**config.mk**
```make
export PLATFORM = sky130hd
export DESIGN_NAME = palette_lut
export DESIGN_NICKNAME = d
export VERILOG_FILES = /design/src/rtl/gpu_pkg.sv /design/src/rtl/palette_ram.sv /design/src/rtl/palette_lut.sv
export SDC_FILE = /design/constraint.sdc
export NUM_CORES = 2
export LEC_CHECK = 0
export BUFFER_PORTS_ARGS = -buffer_cell sky130_fd_sc_hd__buf_2
export CAP_MARGIN = 20
export CORE_MARGIN = 1
export CORE_UTILIZATION = 55
export CTS_CLUSTER_DIAMETER = 40
export DETAILED_ROUTE_END_ITERATION = 8
export PLACE_DENSITY = 0.7
export RECOVER_POWER = 25
export REMOVE_ABC_BUFFERS = 1
export SLEW_MARGIN = 0
export SYNTH_ARGS = -nofsm -noshare
export SYNTH_HDL_FRONTEND = slang
export SYNTH_SLANG_ARGS = --single-unit
```
**constraint.sdc**
```tcl
create_clock -name clk -period 19.05 [get_ports clk]
set_input_delay 0.9525 -clock clk [delete_from_list [all_inputs] [get_ports clk]]
set_output_delay 0.9525 -clock clk [all_outputs]
set_load 0.02 [all_outputs]
```
**src/rtl/gpu_pkg.sv**
```systemverilog
// Shared types and sizes for the palette stage of the pixel pipeline.
package gpu_pkg;

    localparam int INDEX_W         = 9;
    localparam int PAL_DEPTH       = 512;
    localparam int DEFAULT_COLOR_W = 8;

    // Last palette address; the clear sequencer stops here instead of wrapping.
    localparam logic [INDEX_W-1:0] LAST_ADDR = INDEX_W'(PAL_DEPTH - 1);

    typedef enum logic {
        IDLE  = 1'b0,
        CLEAR = 1'b1
    } pal_state_t;

endpackage

```
**src/rtl/palette_ram.sv**
```systemverilog
// Simple dual-port palette memory: one write port, one enabled synchronous
// read port. Read-first, so a same-address write is not seen by that read.
module palette_ram
    import gpu_pkg::*;
#(
    parameter int DEPTH  = PAL_DEPTH,
    parameter int ADDR_W = INDEX_W,
    parameter int DATA_W = DEFAULT_COLOR_W
) (
    input  logic              clk,
    input  logic              we,
    input  logic [ADDR_W-1:0] waddr,
    input  logic [DATA_W-1:0] wdata,
    input  logic              re,
    input  logic [ADDR_W-1:0] raddr,
    output logic [DATA_W-1:0] rdata
);

    logic [DATA_W-1:0] mem [DEPTH];

    // Write port: no reset so the array maps onto block RAM.
    always_ff @(posedge clk) begin
        if (we) begin
            mem[waddr] <= wdata;
        end
    end

    // Read port: samples the old contents, giving read-first behaviour.
    always_ff @(posedge clk) begin
        if (re) begin
            rdata <= mem[raddr];
        end
    end

endmodule

```
**src/rtl/palette_lut.sv**
```systemverilog
// Palette lookup stage: maps the 9-bit background index to the final colour,
// keeps the syncs aligned with it and owns a sequencer that clears the palette.
module palette_lut
    import gpu_pkg::*;
#(
    parameter int                 COLOR_W       = DEFAULT_COLOR_W,
    parameter logic [COLOR_W-1:0] DEFAULT_COLOR = '0,
    parameter logic               SYNC_IDLE     = 1'b1
) (
    input  logic               clk,
    input  logic               rst_n,
    input  logic               pix_en,
    input  logic [INDEX_W-1:0] index_in,
    input  logic               hsync_in,
    input  logic               vsync_in,
    input  logic               blank_in,
    input  logic               wr_en,
    input  logic [INDEX_W-1:0] wr_addr,
    input  logic [COLOR_W-1:0] wr_data,
    input  logic               clear_req,
    output logic [COLOR_W-1:0] rgb_out,
    output logic               hsync_out,
    output logic               vsync_out,
    output logic               busy,
    output logic               wr_drop
);

    pal_state_t         state;
    pal_state_t         state_nx;
    logic [INDEX_W-1:0] clr_addr;
    logic [INDEX_W-1:0] clr_addr_nx;

    logic               ram_we;
    logic [INDEX_W-1:0] ram_waddr;
    logic [COLOR_W-1:0] ram_wdata;
    logic [COLOR_W-1:0] ram_rdata;

    logic               hsync_s1;
    logic               vsync_s1;
    logic               blank_s1;

    assign busy = (state == CLEAR);

    // Clear sequencer state; reset lands in CLEAR so the palette starts known.
    always_ff @(posedge clk or negedge rst_n) begin
        if (!rst_n) begin
            state    <= CLEAR;
            clr_addr <= '0;
        end else begin
            state    <= state_nx;
            clr_addr <= clr_addr_nx;
        end
    end

    // Next-state logic: one address per clock, stop after the last entry.
    always_comb begin
        state_nx    = state;
        clr_addr_nx = clr_addr;
        case (state)
            IDLE: begin
                if (clear_req) begin
                    state_nx    = CLEAR;
                    clr_addr_nx = '0;
                end
            end
            CLEAR: begin
                if (clr_addr == LAST_ADDR) begin
                    state_nx = IDLE;
                end else begin
                    clr_addr_nx = clr_addr + INDEX_W'(1);
                end
            end
            default: begin
                state_nx = IDLE;
            end
        endcase
    end

    // Write-port mux: the sequencer owns the RAM while clearing, the CPU otherwise.
    always_comb begin
        ram_we    = wr_en;
        ram_waddr = wr_addr;
        ram_wdata = wr_data;
        if (busy) begin
            ram_we    = 1'b1;
            ram_waddr = clr_addr;
            ram_wdata = DEFAULT_COLOR;
        end
    end

    // Flag CPU writes that arrived while the sequencer held the write port.
    always_ff @(posedge clk or negedge rst_n) begin
        if (!rst_n) begin
            wr_drop <= 1'b0;
        end else begin
            wr_drop <= busy && wr_en;
        end
    end

    palette_ram #(
        .DEPTH  (PAL_DEPTH),
        .ADDR_W (INDEX_W),
        .DATA_W (COLOR_W)
    ) u_ram (
        .clk   (clk),
        .we    (ram_we),
        .waddr (ram_waddr),
        .wdata (ram_wdata),
        .re    (pix_en),
        .raddr (index_in),
        .rdata (ram_rdata)
    );

    // Stage 1 sideband: travels with the RAM read so all stay aligned.
    always_ff @(posedge clk or negedge rst_n) begin
        if (!rst_n) begin
            hsync_s1 <= SYNC_IDLE;
            vsync_s1 <= SYNC_IDLE;
            blank_s1 <= 1'b1;
        end else if (pix_en) begin
            hsync_s1 <= hsync_in;
            vsync_s1 <= vsync_in;
            blank_s1 <= blank_in;
        end
    end

    // Stage 2 output registers: colour is forced black when blanked or clearing.
    always_ff @(posedge clk or negedge rst_n) begin
        if (!rst_n) begin
            rgb_out   <= '0;
            hsync_out <= SYNC_IDLE;
            vsync_out <= SYNC_IDLE;
        end else if (pix_en) begin
            rgb_out   <= (blank_s1 || busy) ? '0 : ram_rdata;
            hsync_out <= hsync_s1;
            vsync_out <= vsync_s1;
        end
    end

endmodule

```
==> impl_metrics.tcl <==
set metrics [dict create \
    multiInputGateArea_um2 35000 \
    drive_gt1_share_pct 18.9 \
    first_pass_iters 6 \
    yosysTopAreaCellShare_pct 76.2 \
    groute.usage.overall_pct 29.2 \
    cts_buffers 475 \
    cp_max_fo 194 \
    grt_pass1_wl_um 617000 \
    clockBufferDepth 4 \
    grt_max_degree 198 \
    critPathSlowestCell "clkbuf_1" \
    vias 86100 \
    nets 8494 \
    hold_end "blank_s1" \
    dieArea_um2 296000 \
    nFillCells 19800 \
    synth_top_cell_by_area "edfxtp_1" \
    core_um2 292000 \
    final_cells 12800 \
    hold_viol 0 \
    clk_pin_slew_ns 0.06 \
    setup_tns_ns 0 \
    num_io_pins 46 \
    cp_slowest_stage_delay_ns 6.49 \
    portBuffers 45 \
    end_kind "register" \
    status "finished, violations left" \
    path_cells "nor2b_4, clkbuf_1, clkbuf_1, buf_4" \
    period_share_pct 61.8 \
    overflow 0 \
    startpoint_type "register" \
    crit_type "reg -> reg" \
    wl_met2_um 201000 \
    grt_pass1_vias 84600 \
    power-per-cell-area_nw_per_um2 113 \
    pre_cts_ws_ns 11.81 \
    dp.cells 11900 \
    die_x_um 544 \
    ys_seq_elements 4128 \
    synthArstFlopShare_pct 0.581 \
    drt_iter0_drc 12000 \
    finalMaxSlewViolations 2041 \
    wire_per_inst_um 34.0 \
    power_uw 20500 \
    r2r_cells 4 \
    dr_wl_met3_um 51400 \
    rsz0062_at_grt "no" \
    r2r_end "u_ram.mem[500][0]" \
    maxCapViolCount 26 \
    worstMarginPinSlew_ns 9.23 \
    max_freq_ghz 0.0849 \
    cts_root_buf "clkbuf_16" \
    ir_drop_v 0.0000974 \
    wirelength_um 435000 \
    htree_levels 5 \
    skew_ns 0.0846 \
    post_cts_resized 0 \
    viasPerCell 6.74 \
    whs_path_depth 2 \
    place_congestion 0.896 \
    finalCriticalPeriod_ns 11.78 \
    setup_slack_ns 7.27 \
    row_count 198 \
    antenna_found_initial 18 \
    clock_latency_ns 1.01 \
    setup_viol_count_final 0 \
    synth_edf_count 4104 \
    syn-cell-area_um2 162000 \
    area_growth_pct 12.5 \
    cp.arrival_ns 12.37 \
    ff_latch_area_um2 124000 \
    netlist_top_cells_area "edfxtp_1, mux4_2, mux2i_1" \
    path_delay_family "buffers and inverters" \
    violations "capacitance limit, slew limit" \
    die_y_um 544 \
    start_util_pct 55.5 \
    final_common_cell "edfxtp_1" \
    ys.flop_type "edfxtp_1" \
    cts_tree "done" \
    yosys_warnings 0 \
    hold_start "blank_in" \
    p_leak_uw 0.0593 \
    crit_buf_inv 3 \
    synth.distinct_cells 81 \
    crit_top_cell "clkbuf_1" \
    relSlewSlack_pct -516 \
    seq_area_frac_synth_pct 76.5 \
    cts_sinks 4128 \
    hold_class "in -> reg" \
    r2r_slack_ns 7.27 \
    required_ns 19.64 \
    postCtsSetupBuffers 0 \
    place_hpwl_um 255000 \
    synthCells 8278 \
    drt-met1-wl_um 161000 \
    drc 0 \
    mostFrequentLayoutCells "edfxtp_1, mux2i_1, mux4_2" \
    top_layer_used "met5" \
    worstReg2RegStart "busy" \
    postLayoutCoreUtil_pct 62.4 \
    synth_area_per_cell_um2 19.5 \
    holdBufCountCts 0 \
    ant_nets 0 \
]
registers in the layout, indices dropped and copies added, names as in the netlist:
| name | flops |
|---|---|
| blank_s1 | 1 |
| busy | 1 |
| clr_addr | 9 |
| hsync_out | 1 |
| hsync_s1 | 1 |
| rgb_out | 8 |
| u_ram.mem | 4096 |
| u_ram.rdata | 8 |
| vsync_out | 1 |
| vsync_s1 | 1 |
| wr_drop | 1 |
routing by layer:
| metal | vias to the layer above | global-route usage, % |
|---|---|---|
| li1 | 34600 | - |
| met1 | 44800 | 40.3 |
| met2 | 5654 | 44.4 |
| met3 | 1020 | 7.70 |
| met4 | 10 | 12.7 |
| met5 | - | 0 |
how the worst max path moves through the flow:
stage	endpoint	start	slack, ns	cells after the start
detailed placement	u_ram.rdata[6]	index_in[0]	11.81	12
global placement	u_ram.rdata[6]	index_in[0]	11.75	12
floorplan	u_ram.mem[0][0]	wr_data[0]	3.20	1
finish	u_ram.mem[500][0]	busy	7.27	4
global route	u_ram.mem[503][0]	busy	6.75	4
CTS	u_ram.rdata[6]	index_in[0]	12.85	12
synthesized netlist by cell type, types with 8 or more instances:
library cell and instances:
a2111oi_0 8, a211oi_1 23, a21o_1 10, a21oi_1 165, a22oi_1 27, a31oi_1 54
and2_1 11, and3_1 13, buf_1 37, buf_12 8, buf_2 64, buf_4 65
buf_6 68, buf_8 19, clkbuf_1 266, dfrtp_1 18, edfxtp_1 4104, inv_1 16
mux2_2 12, mux2i_1 775, mux4_2 664, nand2_1 238, nand2b_1 8, nand3_1 63
nand4_1 31, nor2_1 659, nor2b_1 12, nor3_1 80, nor4_1 31, o211ai_1 9
o21ai_0 108, o221ai_1 273, o22ai_1 196, o31ai_1 11
through the flow:
stage / instance area (um2) / hold WS (ns)
after detailed placement: 166000 / 0.547
after global placement: 166000 / 0.523
final: 182000 / 0.159
after global routing: 182000 / 0.140
after floorplan: 159000 / 0.444
after CTS: 182000 / 0.0593
report_power, final:
part           internal, uW  switching, uW
logic                   331            932
clock network          5500           3780
registers              9940           33.7
total                 15800           4750
area by class of cell:
class	instances	area share, %
sequential	4128	68.0
inverter	19	0.0474
multi-input combinational	3604	19.2
timing repair buffer	230	1.01
tap	3900	2.68
antenna	10	0.0137
clock inverter	330	2.22
clock buffer	559	6.75
cells by family after synthesis:
logic type | Yosys count | synth area share (%)
buffers and inverters | 546 | 1.99
AND/OR/NAND/NOR | 1179 | 3.10
adder cells (fa/ha/maj) | 2 | 0.0155
flip-flops | 4128 | 76.5
AO/OA/AOI/OAI | 965 | 4.14
multiplexers | 1457 | 14.2
XOR/XNOR | 1 | 0.00541
(Power assumes the default switching activity.)
